File: src/rtl/adsd_pkg.sv
// adsd_pkg: state encoding, default width and timing formulas shared by the LED shifter and its bench
package adsd_pkg;
    localparam int DEF_DATA_W = 8;
    typedef logic [1:0] state_t;
    localparam state_t IDLE  = 2'd0;
    localparam state_t SHIFT = 2'd1;
    localparam state_t LATCH = 2'd2;
    function automatic int sclk_period(input int clk_div);
        return 2 * clk_div;
    endfunction
    function automatic int frame_cycles(input int data_w, input int clk_div);
        return (2 * data_w + 1) * clk_div;
    endfunction
endpackage

File: src/rtl/adsd_led_shifter_if.sv
// adsd_led_shifter_if: core-side write port of the serial LED shifter
interface adsd_led_shifter_if import adsd_pkg::*; #(
    parameter int DATA_W = DEF_DATA_W
);
    logic              wr_en;
    logic [DATA_W-1:0] wr_data;
    logic              full;
    logic              busy;
    logic              ovf;
    modport master(output wr_en, wr_data, input full, busy, ovf);
    modport slave(input wr_en, wr_data, output full, busy, ovf);
endinterface

File: src/rtl/adsd_sync_fifo.sv
// adsd_sync_fifo: single-clock FIFO with registered occupancy count; pointers wrap at DEPTH
module adsd_sync_fifo #(
    parameter int W     = 8,
    parameter int DEPTH = 4
) (
    input  logic                         clk,
    input  logic                         rst,
    input  logic                         push,
    input  logic                         pop,
    input  logic [W-1:0]                 din,
    output logic [W-1:0]                 dout,
    output logic [$clog2(DEPTH+1)-1:0]   count,
    output logic                         full,
    output logic                         empty
);
    localparam int AW = $clog2(DEPTH);
    localparam int CW = $clog2(DEPTH + 1);
    logic [W-1:0]  mem [DEPTH];
    logic [AW-1:0] wp, rp;
    logic          do_push, do_pop;
    assign full    = count == CW'(DEPTH);
    assign empty   = count == '0;
    assign do_push = push && !full;
    assign do_pop  = pop && !empty;
    assign dout    = mem[rp];
    always_ff @(posedge clk)
        if (do_push) mem[wp] <= din;
    always_ff @(posedge clk or negedge rst) begin
        if (!rst) begin
            wp    <= '0;
            rp    <= '0;
            count <= '0;
        end else begin
            wp    <= wp + AW'(do_push);
            rp    <= rp + AW'(do_pop);
            count <= count + CW'(do_push) - CW'(do_pop);
        end
    end
endmodule

File: src/rtl/adsd_led_shifter.sv
// adsd_led_shifter: buffers core byte writes and shifts them MSB first into a 74HC595-style chain,
// then pulses the storage latch and records the latched word in led_shadow
module adsd_led_shifter import adsd_pkg::*; #(
    parameter int DATA_W     = DEF_DATA_W,
    parameter int FIFO_DEPTH = 4,
    parameter int CLK_DIV    = 4
) (
    input  logic                clk,
    input  logic                rst,
    adsd_led_shifter_if.slave   bus,
    output logic                sclk,
    output logic                sdata,
    output logic                latch,
    output logic [DATA_W-1:0]   led_shadow
);
    localparam int DIV_W = CLK_DIV > 1 ? $clog2(CLK_DIV) : 1;
    localparam int BIT_W = DATA_W > 2 ? $clog2(DATA_W) : 1;
    state_t                          state;
    logic [DATA_W-1:0]               fifo_q, sreg;
    logic [DIV_W-1:0]                div;
    logic [BIT_W-1:0]                bitcnt;
    logic [$clog2(FIFO_DEPTH+1)-1:0] count;
    logic                            empty, pop, div_tc, ovf;
    assign pop      = state == IDLE && !empty;
    assign div_tc   = div == DIV_W'(CLK_DIV - 1);
    assign bus.busy = count != '0 || state != IDLE;
    assign bus.ovf  = ovf;
    adsd_sync_fifo #(.W(DATA_W), .DEPTH(FIFO_DEPTH)) u_fifo (
        .clk(clk), .rst(rst), .push(bus.wr_en), .pop(pop), .din(bus.wr_data),
        .dout(fifo_q), .count(count), .full(bus.full), .empty(empty)
    );
    // sreg rotates rather than shifts so it holds the original word again after DATA_W falling edges
    always_ff @(posedge clk or negedge rst) begin
        if (!rst) begin
            state      <= IDLE;
            sreg       <= '0;
            div        <= '0;
            bitcnt     <= '0;
            sclk       <= 1'b0;
            sdata      <= 1'b0;
            latch      <= 1'b0;
            led_shadow <= '0;
            ovf        <= 1'b0;
        end else begin
            if (bus.wr_en && bus.full) ovf <= 1'b1;
            case (state)
                IDLE: if (!empty) begin
                    sreg   <= fifo_q;
                    sdata  <= fifo_q[DATA_W-1];
                    sclk   <= 1'b0;
                    div    <= '0;
                    bitcnt <= '0;
                    state  <= SHIFT;
                end
                SHIFT: if (div_tc) begin
                    div  <= '0;
                    sclk <= !sclk;
                    if (sclk) begin
                        sreg <= {sreg[DATA_W-2:0], sreg[DATA_W-1]};
                        if (bitcnt == BIT_W'(DATA_W - 1)) begin
                            latch <= 1'b1;
                            state <= LATCH;
                        end else begin
                            sdata  <= sreg[DATA_W-2];
                            bitcnt <= bitcnt + 1'b1;
                        end
                    end
                end else div <= div + 1'b1;
                LATCH: if (div_tc) begin
                    div        <= '0;
                    latch      <= 1'b0;
                    led_shadow <= sreg;
                    state      <= IDLE;
                end else div <= div + 1'b1;
                default: state <= IDLE;
            endcase
        end
    end
endmodule
File: src/flat_wrapper.sv
// flat-port wrapper written by rule: the top's interface ports become plain ports
module adsd_led_shifter_flat import adsd_pkg::*;
#(
    parameter int DATA_W     = DEF_DATA_W,
    parameter int FIFO_DEPTH = 4,
    parameter int CLK_DIV    = 4
)
  (clk, rst, sclk, sdata, latch, led_shadow, bus_wr_en, bus_wr_data, bus_full, bus_busy, bus_ovf);
  adsd_led_shifter_if #(.DATA_W(DATA_W)) bus_i ();
  input  logic clk;
  input  logic rst;
  output logic sclk;
  output logic sdata;
  output logic latch;
  output logic [DATA_W-1:0] led_shadow;
  input wire logic [$bits(bus_i.wr_en)-1:0] bus_wr_en;
  input wire logic [$bits(bus_i.wr_data)-1:0] bus_wr_data;
  output wire logic [$bits(bus_i.full)-1:0] bus_full;
  output wire logic [$bits(bus_i.busy)-1:0] bus_busy;
  output wire logic [$bits(bus_i.ovf)-1:0] bus_ovf;
  assign bus_i.wr_en = bus_wr_en;
  assign bus_i.wr_data = bus_wr_data;
  assign bus_full = bus_i.full;
  assign bus_busy = bus_i.busy;
  assign bus_ovf = bus_i.ovf;
  adsd_led_shifter #(.DATA_W(DATA_W), .FIFO_DEPTH(FIFO_DEPTH), .CLK_DIV(CLK_DIV)) u_core (.clk(clk), .rst(rst), .bus(bus_i), .sclk(sclk), .sdata(sdata), .latch(latch), .led_shadow(led_shadow));
endmodule
File: config.mk
export PLATFORM = sky130hd
export DESIGN_NAME = adsd_led_shifter_flat
export DESIGN_NICKNAME = d
export VERILOG_FILES = /design/src/rtl/adsd_pkg.sv /design/src/rtl/adsd_led_shifter_if.sv /design/src/rtl/adsd_sync_fifo.sv /design/src/rtl/adsd_led_shifter.sv /design/src/flat_wrapper.sv
export SDC_FILE = /design/constraint.sdc
export NUM_CORES = 1
export LEC_CHECK = 0
export ABC_AREA = 1
export CAP_MARGIN = 0
export CORE_UTILIZATION = 40
export CTS_BUF_LIST = sky130_fd_sc_hd__clkbuf_4
export CTS_CLUSTER_SIZE = 8
export DETAILED_ROUTE_END_ITERATION = 7
export GPL_TIMING_DRIVEN = 1
export RECOVER_POWER = 50
export SETUP_SLACK_MARGIN = 0.3
export SLEW_MARGIN = 20
export SYNTH_ARGS = -nofsm -noshare
export SYNTH_HDL_FRONTEND = slang
export SYNTH_HIERARCHICAL = 1
export SYNTH_SLANG_ARGS = --single-unit
File: constraint.sdc
create_clock -name clk -period 3.3 [get_ports clk]
set_input_delay 0.66 -clock clk [delete_from_list [all_inputs] [get_ports clk]]
set_output_delay 0.66 -clock clk [all_outputs]
set_load 0.02 [all_outputs]
==> metrics.md, run 1 <==
| Metric | Value |
|---|---|
| Clk sinks | 66 |
| WL met2 | 2097 um |
| First-pass GRT wire length | 8376 um |
| Critical Path Fanout Max | 6 |
| IO buf count | 24 |
| Post-CTS Setup Inserts | 0 |
| GR Overflow Total | 0 |
| Gate Count Post-Synth | 299 |
| Placer Congestion | 0.7214 |
| Syn Std Cell Area | 0.003028 mm2 |
| Ant diodes | 0 |
| Setup TNS | 0 ps |
| GRT Overall Usage | 0.1439 |
| CTS tree | built |
| Maximum clock rate | 397.9 MHz |
| Initial Utilization | 0.4152 |
| CTS Hold Bufs | 0 |
| Total Wirelength | 4880 um |
| CP startpoint kind | flip-flop |
| Top cells by count, synth | nand2_1, nor2_1, dfrtp_1, edfxtp_1, inv_1 |
| Die extent in y | 89.01 um |
| Via count | 1,941 |
| Hpwl dp | 3418 um |
| Clk pin slew, worst setup/hold paths | 100 ps |
| Final setup viols | 0 |
| CP cell instances | inv_1 -> ha_1 -> nand2_1 -> clkdlybuf4s50_1 |
| Hold Crit Class | flip-flop to flip-flop |
| Die area | 0.007922 mm2 |
| Yosys top cell area share | 0.3174 |
| Slowest library cell on the worst path | clkdlybuf4s50_1 |
| Syn_nets | 320 |
| Lkg Pwr | 0.001497 uW |
| Pwr dens | 551.6 mW/mm2 |
| Critical path's largest stage delay | 590 ps |
| Post-cts resize count | 0 |
| Synth cell types | 29 |
| Final Instance Area | 0.003470 mm2 |
| Pin count of the biggest net entering global routing | 35 |
| Routed vias/inst | 4.514 |
| Reg2Reg Depth | 10 |
| Pre-antenna DRT Iters | 4 |
| Area leader, netlist | edfxtp_1 |
| Wire per inst | 11.35 um |
| Max-cap violations | 1 |
| RSZ-0062 raised after global routing | no |
| Most common flop cell mapped by yosys | dfrtp_1 |
| Final net count | 347 |
| Clock Skew | 14.99 ps |
| Slew Viols, Final | 35 |
| Final Hold Violating Endpoints | 0 |
| Crit. Startpoint | u_core/state[0] |
| Pin slew with the least headroom to its limit | 1825 ps |
| Deepest clock path buffer count | 2 |
| Slew headroom | -0.2169 |
| Async SR Flop Fraction | 0.5152 |
| Met3 wire len | 217 um |
| Area growth syn-to-layout | 14.59% |
| Layout cells sized above 1 | 0.1088 |
| Initial antenna violation count | 0 |
| # DRC | 0 |
| Syn avg cell area | 10.13 um2 |
| DRT iter0 DRCs | 42 |
| Critical Path RT | 2640 ps |
| Clock root cell | clkbuf_4 |
| Dpl cell area | 0.003311 mm2 |
| Data arrival, critical path | 1850 ps |
| Rows | 31 |
| Yosys Warn Count | 6 |
| Number of placed I/O pins | 25 |
| Core Footprint | 0.007292 mm2 |
| Setup crit end kind | output port |
| Type of the worst setup path | flip-flop to output port |
| RR Endpoint | u_core/u_fifo/count[2] |
| Vias in the first global route | 1,799 |
| Hold slack | 465.8 ps |
| Period utilisation layout | 0.7616 |
| Number of synthesized flops with an enable pin | 32 |
| Worst VDD drop | 0.3043 mV |
| Fin crit period | 2513 ps |
| H-tree levels | 3 |
| Status | finished, violations left |
| DIE WIDTH | 89.01 um |
| Area contributors post-synth | edfxtp_1, dfrtp_1, nand2_1 |
| Clock Latency Late Sink | 410 ps |
| CTS Buf Count | 9 |
| Uppermost layer routed | met4 |
| FF-to-FF setup slack | 1110 ps |
| Post-Route M1 WL | 2504 um |
| Post-synthesis sequential area ratio | 0.5983 |
| Most numerous cell in the Yosys netlist | nand2_1 |
| Critical path endpoint | bus_busy |
| Yosys reg bits | 66 |
| Failing checks | capacitance limit, slew limit |
| RR Startpoint | u_core/u_fifo/count[0] |
| Post-route ant nets | 0 |
-- state kept, by name, indices dropped and copies added (netlist names) --
name and count:
u_core/u_fifo/mem 32, u_core/led_shadow 8, u_core/sreg 8, u_core/bitcnt 3, u_core/u_fifo/count 3, u_core/div 2
u_core/state 2, u_core/u_fifo/rp 2, u_core/u_fifo/wp 2, u_core/bus.ovf 1, u_core/latch 1, u_core/sclk 1
u_core/sdata 1
-- cell families (layout without fill, tap and decap cells) --
kind of cell | count (synthesis) | count (layout) | synth area share
xor gates and xnor gates | 2 | 2 | 0.005786
DFF | 66 | 66 | 0.5983
buffers and inverters | 35 | 67 | 0.06157
muxes | 4 | 4 | 0.01487
and+or+nand+nor | 139 | 139 | 0.1942
AOI/OAI and AO/OA | 43 | 43 | 0.08141
adders and majority gates | 10 | 10 | 0.04380
-- routing by layer --
layer / GRT usage / vias to the layer above
met2: 0.2224 / 39
met3: 0.06094 / 7
met5: 0 / -
met1: 0.1835 / 858
li1: - / 1037
met4: 0.04762 / 0
-- worst min path at each step --
stage	startpoint	to	slack, ps	cells after the start
after floorplan	rst	u_core/bitcnt[0]	360	0
after global placement	u_core/bus.ovf	u_core/bus.ovf	440	1
after detailed placement	u_core/bus.ovf	u_core/bus.ovf	440	1
after CTS	u_core/bus.ovf	u_core/bus.ovf	470	1
after global routing	u_core/sdata	u_core/sdata	510	2
final	u_core/bus.ovf	u_core/bus.ovf	470	1
-- where the power goes --
group | internal [uW] | switching, uW
clock | 318 | 289
combinational | 94.4 | 164
sequential | 990 | 57.9
total | 1400 | 511
-- area by class of cell --
type | instances | area, um2
multi-input cells | 198 | 1027
inverters | 26 | 97.59
clock buffers | 10 | 75.07
repair buffers | 25 | 244.0
well taps | 99 | 123.9
clock inverters | 6 | 90.09
fillers | 725 | 3822
flip-flops and latches | 66 | 1812
-- stage by stage --
step,utilization,power [uW],cells,setup WS [ps]
floorplan,-,1244,299,1333
global placement,0.4540,1332,414,1038
detailed placement,0.4540,1337,414,1023
CTS,0.4767,1951,430,738.4
global route,0.4758,2027,430,574.1
finish,0.4758,1914,430,786.7
-- placed cells by master, fill, tap and decap left out, types with 2 or more instances in the layout --
cell	synthesis	routed
clkdlybuf4s50_1	0	14
a21boi_2	2	2
clkbuf_4	0	10
inv_1	22	23
bufinv_16	0	2
dlygate4sd3_1	0	10
ha_1	9	9
inv_2	4	3
nand3b_1	2	2
nand2_1	72	72
nor2_1	35	36
nand2_2	9	9
mux2_2	4	4
o21ai_0	19	19
nand3_1	16	16
dfrtp_1	34	34
nand4_1	2	2
edfxtp_1	32	32
o21ai_1	18	18
-- worst max-delay path, delay by kind of cell (launching register included) --
family | cells | cell delay [ps]
adder cells (fa/ha/maj) | 1 | 280
buffers and inverters | 2 | 670
flip-flops | 1 | 410
AND/OR/NAND/NOR | 1 | 100
No activity file was read; power rests on OpenSTA's default activity.
==> run 2: changes to the inputs <==
==> constraint.sdc (replaced) <==
create_clock -name clk -period 2.61 [get_ports clk]
set_input_delay 0.522 -clock clk [delete_from_list [all_inputs] [get_ports clk]]
set_output_delay 0.522 -clock clk [all_outputs]
set_load 0.02 [all_outputs]
==> run 2 against run 1 <==
Effect of this change:
- the flow now finishes without violations
- critical path depth up 5
- sequential share of layout area down 0.056 points
- clock-buffer cell count decreased by 1
- hold slack improved by 2.2 ps
==> metrics.md, run 2 (synthesis results as in run 1) <==
| Metric | Value |
|---|---|
| Clock root cell | clkbuf_4 |
| DRT iter0 DRCs | 57 (+36%) |
| GR Overflow Total | 0 (unchanged) |
| Post-cts resize count | 2 (+2) |
| Die area | 0.007922 mm2 (unchanged) |
| Critical Path Fanout Max | 6 (unchanged) |
| Wire per inst | 12.16 um (+7.2%) |
| Register area | 0.001812 mm2 (unchanged) |
| Layout cells sized above 1 | 0.1161 (+0.007310) |
| Pwr dens | 685.8 mW/mm2 (+24%) |
| Met2 GRT Util | 0.2448 (+0.02238) |
| Post-route ant nets | 0 (unchanged) |
| Lkg Pwr | 0.001512 uW (+0.99%) |
| Routed vias/inst | 4.641 (+2.8%) |
| Rows | 31 (unchanged) |
| Ant diodes | 0 (unchanged) |
| Area growth syn-to-layout | 14.71% |
| CTS Buf Count | 9 (unchanged) |
| Vias in the first global route | 1,969 (+9.4%) |
| # DRC | 0 (unchanged) |
| Final WS setup | 415.8 ps (-371.0 ps) |
| Critical Path RT | 2900 ps (+260 ps) |
| GRT Overall Usage | 0.1579 (+0.01405) |
| Clk pin slew, worst setup/hold paths | 120 ps (+20 ps) |
| Number of placed I/O pins | 25 (unchanged) |
| First-pass GRT wire length | 9218 um (+10%) |
| Via count | 2,019 (+4.0%) |
| CTS tree | built |
| Critical path's largest stage delay | 420 ps (-170 ps) |
| Clock Latency Late Sink | 400 ps (about the same) |
| Met3 Use GR | 0.04986 (-0.01108) |
| Util after Layout | 0.4763 (+0.0005150) |
| Pin count of the biggest net entering global routing | 35 (unchanged) |
| Initial Utilization | 0.4152 (unchanged) |
| Max reg flops | 32 (unchanged) |
| Fillers | 709 (-2.2%) |
| Met1 global-route usage | 0.2100 (+0.02649) |
| Fin crit period | 2194 ps |
| Gr busiest metal | met2 |
| Max-cap violations | 0 (-1) |
| Type of the worst setup path | flip-flop to flip-flop |
| Reg with most FFs | u_core/u_fifo/mem |
| Hpwl dp | 3706 um (+8.4%) |
| Slowest library cell on the worst path | dfrtp_1 |
| Placer Congestion | 0.7759 (+7.6%) |
| Dpl ws | 450.0 ps (-572.7 ps) |
| Pin slew with the least headroom to its limit | 835.2 ps (-990.2 ps) |
| Setup crit end kind | flip-flop |
| Total power | 2382 uW (+24%) |
| Deepest clock path buffer count | 2 (unchanged) |
| Status | finished, final reports clean |
| Post-CTS Setup Inserts | 0 (unchanged) |
| Most common cell after layout, fill and taps aside | nand2_1 |
| Period utilisation layout | 0.8407 |
| DIE WIDTH | 89.01 um (unchanged) |
| Hold Crit Class | flip-flop to flip-flop |
| Maximum clock rate | 455.7 MHz |
| Final setup viols | 0 (unchanged) |
| Dpl cell area | 0.003348 mm2 (+1.1%) |
| Pre-antenna DRT Iters | 4 (unchanged) |
| Commonest cells after routing, fill and taps aside | nand2_1, nor2_1, dfrtp_1, edfxtp_1, inv_1 |
| Slew headroom | 0.4432 (+0.6601) |
| Core Footprint | 0.007292 mm2 (unchanged) |
| Slew Viols, Final | 0 (-100%) |
| Clock Skew | 10.73 ps (-4.259 ps) |
| Worst VDD drop | 0.3560 mV (+17%) |
| Setup TNS | 0 ps (unchanged) |
| CP cell instances | inv_1 -> ha_1 -> inv_1 -> nor2_1 -> a21boi_2 -> nand2_2 -> nand2_1 -> ha_1 -> fa_1 |
| Area of the multi-input gates | 0.001012 mm2 (-1.5%) |
| CP startpoint kind | flip-flop |
| Biggest regs | u_core/u_fifo/mem: 32 flops, u_core/led_shadow: 8 flops, u_core/sreg: 8 flops |
| Clk sinks | 66 (unchanged) |
| Final Hold Violating Endpoints | 0 (unchanged) |
| Final Instance Area | 0.003473 mm2 (+0.11%) |
| H-tree levels | 3 (unchanged) |
| RSZ-0062 raised after global routing | no |
| Die extent in y | 89.01 um (unchanged) |
| Data arrival, critical path | 2480 ps (+630 ps) |
| Final net count | 352 (+1.4%) |
| CTS Hold Bufs | 0 (unchanged) |
| IO buf count | 24 (unchanged) |
| Initial antenna violation count | 0 (unchanged) |
| Total Wirelength | 5291 um (+8.4%) |
[run 2: cell count changes in the layout (fill, tap and decap cells not counted), moves of 2 or more]
cell and change:
dlygate4sd2_1 +2, inv_6 +2, clkdlybuf4s50_1 -2, buf_4 +4
[run 2: cell type report]
cell class,instances,share of cell area
inverter,26,0.02810
sequential,66,0.5216
clock inverter,7,0.02414
tap,99,0.03566
multi-input combinational,198,0.2914
timing repair buffer,30,0.07961
clock buffer,9,0.01945
[run 2: worst max-delay path: cells and delay by family, from the launching register on]
kind / cells / cell delay, ps
buffers and inverters: 2 / 170
adders and majority gates: 3 / 850
and+or+nand+nor: 3 / 410
DFF: 1 / 420
AOI/OAI and AO/OA: 1 / 250
[run 2: layer usage]
metal | part of all wire | wire (um)
met5 | 0 | 0
met4 | 0.0066 | 35
met3 | 0.034 | 182
met2 | 0.45 | 2404
met1 | 0.50 | 2668
[run 2: power breakdown]
group | total [uW] | internal (uW) | switching (uW)
registers | 1320 | 1250 | 67.9
logic | 342 | 129 | 213
clock network | 721 | 310 | 412
[run 2: worst paths after layout]
check | endpoint | slack, ps | from | cells after the start
max | u_core/u_fifo/count[1] | 420 | u_core/state[1] | 9
max reg2reg | u_core/u_fifo/count[1] | 420 | u_core/state[1] | 9
max in group asynchronous | u_core/div[0] | 1340 | rst | 2
min reg2reg | u_core/bus.ovf | 470 | u_core/bus.ovf | 1
min in group asynchronous | u_core/latch | 740 | rst | 2
min | u_core/bus.ovf | 470 | u_core/bus.ovf | 1
[run 2: through the flow]
step	hold WS [ps]	std cells
finish	468.0	435
detailed placement	446.7	419
floorplan	226.4	299
global route	505.5	435
CTS	475.9	435
global placement	443.8	419
==> run 3: changes to the inputs <==
==> constraint.sdc (replaced) <==
create_clock -name clk -period 2 [get_ports clk]
set_input_delay 0.4 -clock clk [delete_from_list [all_inputs] [get_ports clk]]
set_output_delay 0.4 -clock clk [all_outputs]
set_load 0.02 [all_outputs]
==> run 3 against run 2 <==
Effect of this change:
- flip-flop and latch count stayed put
- register-to-register slack lost 260 ps
- clock power rose by 44%
- combinational power up 110%
- non-clock buffer count up 24
- clock skew shrank 4.0 ps
- hold slack lost 7.6 ps
- critical path type unchanged
- largest cell class unchanged
- largest power group unchanged
==> metrics.md, run 3 (synthesis results as in run 1) <==
| Metric | Value |
|---|---|
| Critical Path Fanout Max | 2 (-4) |
| Register area | 0.001814 mm2 (+0.14%) |
| Area growth syn-to-layout | 23.80% |
| Final non-filler cell total | 459 (+5.5%) |
| Fin crit period | 1849 ps (-345.5 ps) |
| CTS tree | built |
| Lkg Pwr | 0.001703 uW (+13%) |
| Pin count of the biggest net entering global routing | 35 (unchanged) |
| CP startpoint kind | flip-flop |
| # DRC | 0 (unchanged) |
| Die extent in y | 89.01 um (unchanged) |
| Pre-antenna DRT Iters | 5 (+1) |
| DRT iter0 DRCs | 84 (+47%) |
| Critical Path RT | 2300 ps (-600 ps) |
| First-pass GRT wire length | 9625 um (+4.4%) |
| GRT Overall Usage | 0.1656 (+0.007735) |
| Routed vias/inst | 4.623 (-0.39%) |
| Clk pin slew, worst setup/hold paths | 120 ps (about the same) |
| RR Endpoint | u_core/u_fifo/count[1] |
| Critical path's largest stage delay | 420 ps (about the same) |
| WP buf/inv | 2 (unchanged) |
| Type of the worst setup path | flip-flop to flip-flop |
| Clock Skew | 6.733 ps (-3.996 ps) |
| Setup crit end kind | flip-flop |
| RR Startpoint | u_core/state[0] |
| Max-cap violations | 0 (unchanged) |
| Max reg flops | 32 (unchanged) |
| Clock root cell | clkbuf_4 |
| Clock Latency Late Sink | 410 ps (about the same) |
| CTS Hold Bufs | 0 (unchanged) |
| Biggest regs | u_core/u_fifo/mem: 32 flops, u_core/led_shadow: 8 flops, u_core/sreg: 8 flops |
| Pwr dens | 929.3 mW/mm2 (+36%) |
| Hold Crit Depth | 1 (unchanged) |
| Final setup viols | 0 (unchanged) |
| Via count | 2,122 (+5.1%) |
| Hold slack | 460.3 ps (-7.615 ps) |
| RSZ-0062 raised after global routing | yes |
| Layout cells sized above 1 | 0.2222 (+0.1062) |
| Inst Count DP | 428 (+2.1%) |
| CP cell instances | inv_1 -> ha_4 -> inv_2 -> nor2_4 -> a21boi_4 -> nand2_2 -> nand2_1 -> ha_2 -> fa_2 |
| Reg2Reg Depth | 9 (unchanged) |
| Data arrival, critical path | 2150 ps (-330 ps) |
| Period utilisation layout | 0.9244 (+0.08366) |
| H-tree levels | 3 (unchanged) |
| Total Wirelength | 5699 um (+7.7%) |
| DIE WIDTH | 89.01 um (unchanged) |
| Slew headroom | 0.4217 (-0.02154) |
| Setup TNS | 0 ps (unchanged) |
| IO buf count | 24 (unchanged) |
| Die area | 0.007922 mm2 (unchanged) |
| Fillers | 705 (-0.56%) |
| Number of placed I/O pins | 25 (unchanged) |
| Hold Crit Class | flip-flop to flip-flop |
| Status | finished, final reports clean |
| FF-to-FF setup slack | 150 ps (-260 ps) |
| Clk sinks | 66 (unchanged) |
| Deepest clock path buffer count | 2 (unchanged) |
| Reg with most FFs | u_core/u_fifo/mem |
| CP top delay family | adder cells |
| GR Overflow Total | 0 (unchanged) |
| Slowest library cell on the worst path | fa_2 |
| Area of the multi-input gates | 0.001090 mm2 (+7.7%) |
| Core Footprint | 0.007292 mm2 (unchanged) |
| Pin slew with the least headroom to its limit | 867.5 ps (+32.31 ps) |
| Hold Path End | u_core/bus.ovf |
| Vias in the first global route | 2,108 (+7.1%) |
| Post-route ant nets | 0 (unchanged) |
| Worst VDD drop | 0.3952 mV (+11%) |
| Wire per inst | 12.42 um (+2.1%) |
| Commonest cells after routing, fill and taps aside | nand2_1, nor2_1, dfrtp_1, edfxtp_1, buf_4 |
| Final net count | 376 (+6.8%) |
| Placer Congestion | 0.7346 (-5.3%) |
| Rows | 31 (unchanged) |
| Initial antenna violation count | 0 (unchanged) |
| CTS Buf Count | 9 (unchanged) |
| Maximum clock rate | 540.9 MHz (+19%) |
| Initial Utilization | 0.4152 (unchanged) |
| Final Hold Violating Endpoints | 0 (unchanged) |
| Hpwl dp | 3679 um (-0.72%) |
| Ant diodes | 0 (unchanged) |
| Slew Viols, Final | 0 (unchanged) |
| Most common cell after layout, fill and taps aside | nand2_1 |
| Hold wc startpoint | u_core/bus.ovf |
run 3: changes by cell type in the layout (fill, tap and decap cells not counted), moves of 3 or more:
cell and delta:
dlygate4sd2_1 +10, buf_6 +3, buf_4 +23, clkdlybuf4s50_1 -11
inv_1 -3, ha_1 -3, inv_2 +3
run 3: final cells by class:
type                       instances  area share
multi-input combinational        198      0.2907
timing repair buffer              54      0.1212
tap                               99     0.03304
sequential                        66      0.4840
clock inverter                     7     0.02704
clock buffer                       9     0.01802
inverter                          26     0.02603
run 3: repair_timing:
action / in CTS / in global routing
buffers inserted: 13 / 2
pin swaps: 3 / 2
resized for setup: 30 / 4
endpoints found under the setup margin: 16 / 20
run 3: where the power goes:
group	switching [uW]	internal, uW
Sequential	79.6	1640
Clock	522	519
Combinational	399	328
run 3: how the worst max path moves through the flow:
stage               slack (ps)  depth (start not counted)                     end              startpoint
floorplan                  160                          9  u_core/u_fifo/count[1]         u_core/state[1]
global placement            40                          6  u_core/u_fifo/count[1]               bus_wr_en
detailed placement         -20                          6  u_core/u_fifo/count[1]               bus_wr_en
CTS                        200                          4                bus_busy  u_core/u_fifo/count[1]
global route                80                          9  u_core/u_fifo/count[1]         u_core/state[0]
finish                     150                          9  u_core/u_fifo/count[1]         u_core/state[0]
run 3: stage by stage:
stage                       util  worst slack [ps]  instance area [um2]  total power (uW)
final                     0.5141             151.3                 3749              3483
after global routing      0.5141             83.51                 3749              3665
after floorplan                -             158.5                 3059              2077
after CTS                 0.5113             203.0                 3729              3519
after global placement    0.4727             35.20                 3447              2313
after detailed placement  0.4727            -23.24                 3447              2337
run 3: routing by layer:
| metal | up-vias | global-route usage | part of all wire |
|---|---|---|---|
| met3 | 8 | 0.04155 | 0.028 |
| met2 | 29 | 0.2783 | 0.48 |
| met4 | 0 | 0.08658 | 0.017 |
| met5 | - | 0 | 0 |
| li1 | 1098 | - | - |
| met1 | 987 | 0.1976 | 0.47 |
